--- src/rtl/uart_arb_pkg.sv ---
// Shared types and constants for the round-robin UART transmit arbiter.
// Holds the FSM state encoding, counter width and a saturating increment helper.
package uart_arb_pkg;

  localparam int CNT_W       = 16;
  localparam int DEF_NUM_REQ = 4;
  localparam int DEF_DW      = 8;

  typedef enum logic [1:0] {
    IDLE = 2'd0,
    LOAD = 2'd1,
    SEND = 2'd2,
    GAP  = 2'd3
  } arb_state_e;

  function automatic logic [CNT_W-1:0] sat_inc(input logic [CNT_W-1:0] v);
    if (v == {CNT_W{1'b1}}) begin
      sat_inc = v;
    end else begin
      sat_inc = v + {{(CNT_W-1){1'b0}}, 1'b1};
    end
  endfunction

endpackage

--- src/rtl/uart_rr_pick.sv ---
// Combinational round-robin picker: returns the first set mask bit found
// searching upward from last_id+1, wrapping modulo NUM_REQ.
module uart_rr_pick
  import uart_arb_pkg::*;
#(
  parameter int NUM_REQ = DEF_NUM_REQ,
  parameter int IW      = (NUM_REQ > 1) ? $clog2(NUM_REQ) : 1
) (
  input  logic [NUM_REQ-1:0] mask,
  input  logic [IW-1:0]      last_id,
  output logic               valid,
  output logic [IW-1:0]      id
);

  logic [IW-1:0] idx_s;

  // Scan from farthest to nearest so the nearest eligible requester is written last.
  always_comb begin
    valid = 1'b0;
    id    = {IW{1'b0}};
    idx_s = {IW{1'b0}};
    for (int i = NUM_REQ; i >= 1; i--) begin
      idx_s = IW'((int'(last_id) + i) % NUM_REQ);
      if (mask[idx_s]) begin
        valid = 1'b1;
        id    = idx_s;
      end else begin
        valid = valid;
      end
    end
  end

endmodule

--- src/rtl/uart_tx_arbiter.sv ---
// Shares one UART transmitter among NUM_REQ requesters with round-robin
// arbitration, a per-byte done timeout and a programmable inter-byte gap.
module uart_tx_arbiter
  import uart_arb_pkg::*;
#(
  parameter int NUM_REQ = DEF_NUM_REQ,
  parameter int DW      = DEF_DW,
  localparam int IW     = (NUM_REQ > 1) ? $clog2(NUM_REQ) : 1
) (
  input  logic                  pclk_i,
  input  logic                  prst_ni,
  input  logic [NUM_REQ-1:0]    req_i,
  input  logic [NUM_REQ*DW-1:0] data_i,
  input  logic [NUM_REQ-1:0]    chan_en_i,
  input  logic [CNT_W-1:0]      gap_i,
  input  logic [CNT_W-1:0]      timeout_i,
  input  logic                  tx_done_i,
  output logic [NUM_REQ-1:0]    gnt_o,
  output logic                  tx_en_o,
  output logic [DW-1:0]         tx_data_o,
  output logic [IW-1:0]         cur_id_o,
  output logic                  busy_o,
  output logic                  done_o,
  output logic                  err_o
);

  arb_state_e          state_r, state_s;
  logic [NUM_REQ-1:0]  gnt_r, gnt_s;
  logic                tx_en_r, tx_en_s;
  logic                done_r, done_s;
  logic                err_r, err_s;
  logic                busy_r, busy_s;
  logic [DW-1:0]       tx_data_r, tx_data_s;
  logic [IW-1:0]       cur_id_r, cur_id_s;
  logic [CNT_W-1:0]    tcnt_r, tcnt_s;
  logic [CNT_W-1:0]    tout_r, tout_s;
  logic [CNT_W-1:0]    gcnt_r, gcnt_s;
  logic [CNT_W-1:0]    glen_r, glen_s;
  logic                pick_valid_s;
  logic [IW-1:0]       pick_id_s;

  uart_rr_pick #(.NUM_REQ(NUM_REQ), .IW(IW)) u_pick (
    .mask    (req_i & chan_en_i),
    .last_id (cur_id_r),
    .valid   (pick_valid_s),
    .id      (pick_id_s)
  );

  // Next-state and registered-output computation; timeout is latched at grant
  // so later changes to timeout_i cannot disturb the byte in flight.
  always_comb begin
    state_s   = state_r;
    gnt_s     = {NUM_REQ{1'b0}};
    tx_en_s   = 1'b0;
    done_s    = 1'b0;
    err_s     = 1'b0;
    tx_data_s = tx_data_r;
    cur_id_s  = cur_id_r;
    tcnt_s    = tcnt_r;
    tout_s    = tout_r;
    gcnt_s    = gcnt_r;
    glen_s    = glen_r;
    case (state_r)
      IDLE: begin
        if (pick_valid_s) begin
          gnt_s     = {{(NUM_REQ-1){1'b0}}, 1'b1} << pick_id_s;
          tx_data_s = data_i[int'(pick_id_s)*DW +: DW];
          cur_id_s  = pick_id_s;
          tout_s    = timeout_i;
          state_s   = LOAD;
        end else begin
          state_s   = IDLE;
        end
      end
      LOAD: begin
        tx_en_s = 1'b1;
        tcnt_s  = {CNT_W{1'b0}};
        state_s = SEND;
      end
      SEND: begin
        tcnt_s = sat_inc(tcnt_r);
        // Done takes priority over a timeout expiring on the same clock.
        if (tx_done_i) begin
          done_s = 1'b1;
          if (gap_i == {CNT_W{1'b0}}) begin
            state_s = IDLE;
          end else begin
            glen_s  = gap_i;
            gcnt_s  = {CNT_W{1'b0}};
            state_s = GAP;
          end
        end else if ((tout_r != {CNT_W{1'b0}}) && (tcnt_s == tout_r)) begin
          err_s   = 1'b1;
          state_s = IDLE;
        end else begin
          state_s = SEND;
        end
      end
      GAP: begin
        gcnt_s = sat_inc(gcnt_r);
        if (gcnt_s >= glen_r) begin
          state_s = IDLE;
        end else begin
          state_s = GAP;
        end
      end
      default: begin
        state_s = IDLE;
      end
    endcase
    busy_s = (state_s != IDLE);
  end

  // State and output registers.
  always_ff @(posedge pclk_i or negedge prst_ni) begin
    if (!prst_ni) begin
      state_r   <= IDLE;
      gnt_r     <= {NUM_REQ{1'b0}};
      tx_en_r   <= 1'b0;
      done_r    <= 1'b0;
      err_r     <= 1'b0;
      busy_r    <= 1'b0;
      tx_data_r <= {DW{1'b0}};
      cur_id_r  <= IW'(NUM_REQ - 1);
      tcnt_r    <= {CNT_W{1'b0}};
      tout_r    <= {CNT_W{1'b0}};
      gcnt_r    <= {CNT_W{1'b0}};
      glen_r    <= {CNT_W{1'b0}};
    end else begin
      state_r   <= state_s;
      gnt_r     <= gnt_s;
      tx_en_r   <= tx_en_s;
      done_r    <= done_s;
      err_r     <= err_s;
      busy_r    <= busy_s;
      tx_data_r <= tx_data_s;
      cur_id_r  <= cur_id_s;
      tcnt_r    <= tcnt_s;
      tout_r    <= tout_s;
      gcnt_r    <= gcnt_s;
      glen_r    <= glen_s;
    end
  end

  assign gnt_o     = gnt_r;
  assign tx_en_o   = tx_en_r;
  assign done_o    = done_r;
  assign err_o     = err_r;
  assign busy_o    = busy_r;
  assign tx_data_o = tx_data_r;
  assign cur_id_o  = cur_id_r;

endmodule

--- config.mk ---
export PLATFORM = sky130hd
export DESIGN_NAME = uart_tx_arbiter
export DESIGN_NICKNAME = d
export VERILOG_FILES = /design/src/rtl/uart_arb_pkg.sv /design/src/rtl/uart_rr_pick.sv /design/src/rtl/uart_tx_arbiter.sv
export SDC_FILE = /design/constraint.sdc
export NUM_CORES = 1
export LEC_CHECK = 0
export ABC_CLOCK_PERIOD_IN_PS = 9830
export BUFFER_PORTS_ARGS = -buffer_cell sky130_fd_sc_hd__buf_4
export CAP_MARGIN = 15
export CORE_MARGIN = 2
export CORE_UTILIZATION = 45
export CTS_CLUSTER_SIZE = 28
export DETAILED_ROUTE_END_ITERATION = 16
export PLACE_DENSITY = 0.64
export RECOVER_POWER = 100
export SLEW_MARGIN = 20
export SYNTH_ARGS = -nofsm -noshare
export SYNTH_HDL_FRONTEND = slang
export SYNTH_SLANG_ARGS = --single-unit
--- constraint.sdc ---
create_clock -name pclk_i -period 9.83 [get_ports pclk_i]
set_input_delay 2.4575 -clock pclk_i [delete_from_list [all_inputs] [get_ports pclk_i]]
set_output_delay 2.4575 -clock pclk_i [all_outputs]
set_load 0.02 [all_outputs]
==> results of run 1 <==
==> how the worst min path moves through the flow <==
| stage | start | endpoint | slack (ns) | cells after the start |
|---|---|---|---|---|
| 2_1_floorplan | glen_r[0] | glen_r[0] | 0.49 | 1 |
| 3_3_place_gp | tx_data_o[1] | tx_data_o[1] | 0.47 | 2 |
| 3_5_place_dp | tx_data_o[5] | tx_data_o[5] | 0.48 | 2 |
| 4_1_cts | tx_data_o[5] | tx_data_o[5] | 0.49 | 2 |
| 5_1_grt | tx_data_o[4] | tx_data_o[4] | 0.52 | 2 |
| 6_report | tx_data_o[5] | tx_data_o[5] | 0.49 | 2 |
==> metal layers <==
metal,wire length [um],GRT usage
met1,6200,0.306
met2,6230,0.357
met3,927,0.0466
met4,235,0.0642
met5,0,0
==> cells in the final DEF, fill, tap and decap left out, types with 8 or more instances in the layout <==
master / count
xor2_1: 8
a21oi_1: 28
o21ai_0: 56
mux2i_1: 11
clkbuf_1: 24
xnor2_1: 16
mux2_2: 26
a22o_1: 10
dfrtp_1: 82
a31oi_1: 8
nand3_1: 19
nor2_1: 27
nand2_1: 60
ha_1: 22
nor3_1: 16
nand4_1: 17
nor4_1: 12
inv_1: 35
buf_4: 74
clkbuf_16: 9
o31ai_1: 10
a21o_1: 10
==> state kept, by name, summed over array words and instances (netlist names) <==
name	flops
tout_r	16
err_o	1
tx_en_o	1
tx_data_o	8
gnt_o	4
tcnt_r	16
state_r	2
busy_o	1
cur_id_o	2
glen_r	16
done_o	1
gcnt_r	16
==> power breakdown <==
group / internal [mW] / switching, mW
clock network: 0.193 / 0.142
registers: 0.454 / 0.0920
logic: 0.242 / 0.340
total: 0.889 / 0.574
==> cell families after synthesis <==
group,count (synthesis),synth area share
AO/OA/AOI/OAI,157,0.187
XOR/XNOR,24,0.0394
adder cells (fa/ha/maj),22,0.0516
buffers and inverters,71,0.0577
flip-flops,84,0.394
multiplexers,38,0.0776
AND/OR/NAND/NOR,193,0.193
==> layout make-up <==
type | count | area share
Multi-Input combinational cell | 434 | 0.464
Clock buffer | 14 | 0.0439
Sequential cell | 84 | 0.337
Timing Repair Buffer | 96 | 0.102
Clock inverter | 2 | 0.00260
Inverter | 36 | 0.0216
Tap cell | 143 | 0.0286
==> per-stage QoR <==
step	cells	util	worst slack [ns]	total power [mW]	hold WS, ns
after CTS	809	0.553	5.42	1.50	0.493
after detailed placement	793	0.527	5.05	1.16	0.476
after global placement	793	0.527	5.17	1.14	0.467
after floorplan	589	-	5.59	0.955	0.487
final	809	0.543	3.89	1.46	0.486
after global routing	809	0.543	3.01	1.57	0.515
==> impl_metrics.tcl, run 1 <==
set metrics [dict create \
    powerDensity_mw_per_mm2 234 \
    path_depth 2 \
    antenna_found_initial 0 \
    via_per_inst 5.88 \
    synthTopCellsByArea "dfrtp_1 38%, mux2_2 5.7%, o21ai_0 5.3%" \
    regArea_mm2 0.00210 \
    crit_end "tx_data_o[4]" \
    tns_ns 0 \
    synth.cell_area_mm2 0.00534 \
    synth.avg_cell_area_um2 9.06 \
    async_reset_ff_frac 1.00 \
    cp_top_family "buffers and inverters" \
    finalHoldViolCount 0 \
    r2r_slack_ns 4.61 \
    drtIter0Drc 315 \
    yosysTopAreaCell "dfrtp_1" \
    syn_to_final_growth_pct 17.1 \
    core_mm2 0.0115 \
    drv_slew 116 \
    final.period_utilization 0.605 \
    peakVddDrop_v 0.000124 \
    fmax_mhz 168 \
    synth_commonest_cells "82 x dfrtp_1, 60 x nand2_1, 56 x o21ai_0" \
    antennaDiodeCount 0 \
    run_status "finished, violations left" \
    io_buffers 92 \
    grt_max_degree 52 \
    nFillCells 1103 \
    cts_resized 0 \
    fp-row-count 39 \
    critPathMaxFanout 51 \
    dr.pass1.iters 13 \
    ant_nets 0 \
    rr_worst_depth 9 \
    cts_buffers 9 \
    rsz0062_at_grt "no" \
    cp.required_ns 9.68 \
    cts_hold_buf 0 \
    vias 4760 \
    place_hpwl_um 10100 \
    reg2reg_from "tcnt_r[0]" \
    synthDominantCellAreaShare 0.385 \
    htree_num_levels 3 \
    cp.arrival_ns 5.79 \
    cts_root_buf "clkbuf_16" \
    cts_num_sinks 84 \
    cts_buffer_depth 2 \
    drc_errors 2 \
    grt_pass1_vias 4577 \
    die_w_um 113 \
    start_kind "primary input" \
    skew_ns 0.0112 \
    cp-end-kind "async pin" \
    synth_edf_count 0 \
    postCtsSetupRepairBufs 0 \
    failed_checks "design-rule violations, max-capacitance violations, max-slew violations" \
    cp_cell_sequence "clkbuf_1, clkbuf_1" \
    ys_seq_area_frac 0.394 \
    synth_warnings 0 \
    path_buf_inv 2 \
    cts_tree "built" \
    syn_nets 686 \
    multi_input_area_mm2 0.00290 \
    max_cap_violations 4 \
    final_cell_area_mm2 0.00625 \
    slowest_delay_ns 2.04 \
    syn_inst 589 \
    relSlewSlack -0.842 \
    num-nets-final 758 \
    finalSetupViolations 0 \
    die-area_mm2 0.0127 \
    drive_gt1_frac 0.180 \
    hold_class "flip-flop to flip-flop" \
    crit_type "primary input to async pin" \
    placed_area_mm2 0.00607 \
    grt_first_pass_wirelength_um 22700 \
    synth-main-ff-cell "dfrtp_1" \
    clkLatencyLatePin_ns 0.35 \
    regToRegEndpoint "busy_o" \
    ys_seq_elements 84 \
    overflow 0 \
    fin_crit_ns 5.94 \
    power_leakage_nw 2.74 \
    slowest_stage "clkbuf_1" \
    start_util 0.463 \
    grtUsageTotal 0.222 \
    io_pins 93 \
    yosysMostFrequentCell "dfrtp_1" \
    crit_path_start "prst_ni" \
    crit_path_frequent_cell "clkbuf_1" \
    synthDistinctLibCells 62 \
    worst_slew_pin_slew_ns 2.76 \
    die_height_um 113 \
    routabilityCongestion 0.853 \
    path_clk_slew_ns 0.06 \
    routed_wl_um 13600 \
    wire_per_inst_um 16.8 \
]
(Power assumes the default switching activity.)
==> run 2: changes to the inputs <==
Settings changed: ABC_CLOCK_PERIOD_IN_PS 9830 to 5400, PLACE_DENSITY 0.64 to 0.67.
Clock period 9.83 ns to 5.4 ns, I/O delays scaled along.
==> impl_metrics.tcl, run 2 (same netlist as run 1, synthesis figures left out) <==
set metrics [dict create \
    via_per_inst 5.83 \
    critPathMaxFanout 23 \
    drc_errors 1 \
    failed_checks "design-rule violations, max-capacitance violations, max-slew violations" \
    cp_cell_sequence "clkbuf_1, nand2_1, nand2_1, o21ai_0, clkbuf_1, mux2_2" \
    fp-row-count 39 \
    layout_common_cells "82 x dfrtp_1, 74 x buf_4, 60 x nand2_1, 56 x o21ai_0, 35 x inv_1" \
    grt_first_pass_wirelength_um 22600 \
    nFillCells 1078 \
    cts_buffers 9 \
    vias 4714 \
    reg2reg_from "gcnt_r[4]" \
    power_leakage_nw 2.77 \
    grt_max_degree 44 \
    die-area_mm2 0.0127 \
    grtUsageTotal 0.220 \
    cp.arrival_ns 4.43 \
    num-nets-final 758 \
    ant_nets 0 \
    core_mm2 0.0115 \
    postCtsSetupRepairBufs 0 \
    start_kind "primary input" \
    dp_cells 793 \
    crit_path_start "req_i[3]" \
    max_cap_violations 3 \
    cp-end-kind "flip-flop" \
    cts_buffer_depth 2 \
    run_status "finished, violations left" \
    relSlewSlack -0.547 \
    cts_resized 0 \
    hold_class "flip-flop to flip-flop" \
    io_buffers 92 \
    slowest_delay_ns 1.57 \
    slowest_stage "o21ai_0" \
    final.period_utilization 0.778 \
    regToRegEndpoint "busy_o" \
    worst_hold_path.num_cells 2 \
    worst_slew_pin_slew_ns 2.32 \
    tns_ns 0 \
    syn_to_final_growth_pct 17.8 \
    peakVddDrop_v 0.000243 \
    finalSetupViolations 0 \
    path_clk_slew_ns 0.06 \
    drv_slew 102 \
    clkLatencyLatePin_ns 0.34 \
    cts_tree "built" \
    cts_num_sinks 84 \
    fin_crit_ns 4.20 \
    routabilityCongestion 0.879 \
    cts_hold_buf 0 \
    powerDensity_mw_per_mm2 428 \
    final_common_cell "dfrtp_1" \
    crit_end "tout_r[6]" \
    antennaDiodeCount 0 \
    dr.pass1.iters 11 \
    finalHoldViolCount 0 \
    rr_worst_depth 15 \
    cp.required_ns 5.63 \
    cts_root_buf "clkbuf_16" \
    place_hpwl_um 10000 \
    overflow 0 \
    htree_num_levels 3 \
    grt_pass1_vias 4640 \
    rsz0062_at_grt "no" \
    crit_type "primary input to flip-flop" \
    skew_ns 0.00812 \
    io_pins 93 \
    r2r_slack_ns 1.35 \
    drtIter0Drc 324 \
    drive_gt1_frac 0.188 \
    fin_cells 809 \
    start_util 0.463 \
    die_height_um 113 \
    fmax_mhz 238 \
    wire_per_inst_um 16.8 \
    antenna_found_initial 0 \
    routed_wl_um 13600 \
    die_w_um 113 \
]
[run 2: cell count changes in the layout (fill, tap and decap cells not counted), sizes merged]
cell / delta
clkinv: +3
bufinv: +1
clkbuf: -4
[run 2: worst min-delay path by stage]
stage | startpoint | endpoint | slack, ns
detailed placement | tx_data_o[7] | tx_data_o[7] | 0.48
finish | tx_data_o[4] | tx_data_o[4] | 0.49
CTS | tx_data_o[7] | tx_data_o[7] | 0.50
global placement | tx_data_o[6] | tx_data_o[6] | 0.47
global route | tx_data_o[0] | tx_data_o[0] | 0.52
floorplan | glen_r[0] | glen_r[0] | 0.49
[run 2: per-stage QoR]
step	utilization	hold slack, ns	setup slack [ns]	total power [mW]	area (um2)
finish	0.546	0.485	1.20	2.69	6290
floorplan	-	0.487	2.13	1.74	5340
global placement	0.527	0.465	1.43	2.07	6070
CTS	0.554	0.496	1.35	2.76	6380
detailed placement	0.527	0.478	1.40	2.10	6070
global route	0.546	0.523	0.751	2.89	6290
[run 2: critical path: cells and delay by family]
family | cells | cell delay, ns
AO/OA/AOI/OAI | 1 | 1.57
buffers and inverters | 2 | 0.88
multiplexers | 1 | 0.42
AND/OR/NAND/NOR | 2 | 0.20
[run 2: per-layer routing]
metal,GRT usage,routed length [um],share of wire,vias up
li1,-,-,-,2294
met1,0.306,6280,0.46,2245
met2,0.343,6160,0.45,156
met3,0.0493,911,0.067,19
met4,0.0756,218,0.016,0
met5,0,0,0,-
[run 2: final cells by class]
type                            count  area, um2  share of cell area
Multi-Input combinational cell    434       2910               0.464
Clock buffer                       10        239              0.0380
Timing Repair Buffer               96        643               0.102
Inverter                           36        135              0.0215
Sequential cell                    84       2100               0.335
Clock inverter                      6       71.3              0.0113
Tap cell                          143        179              0.0285
[run 2: report_power, final]
| part | total, mW | internal, mW | switching, mW | leakage [nW] |
|---|---|---|---|---|
| Clock | 0.645 | 0.375 | 0.270 | 0.151 |
| Sequential | 0.994 | 0.826 | 0.168 | 1.08 |
| Combinational | 1.05 | 0.441 | 0.612 | 1.55 |
| Total | 2.69 | 1.64 | 1.05 | 2.77 |
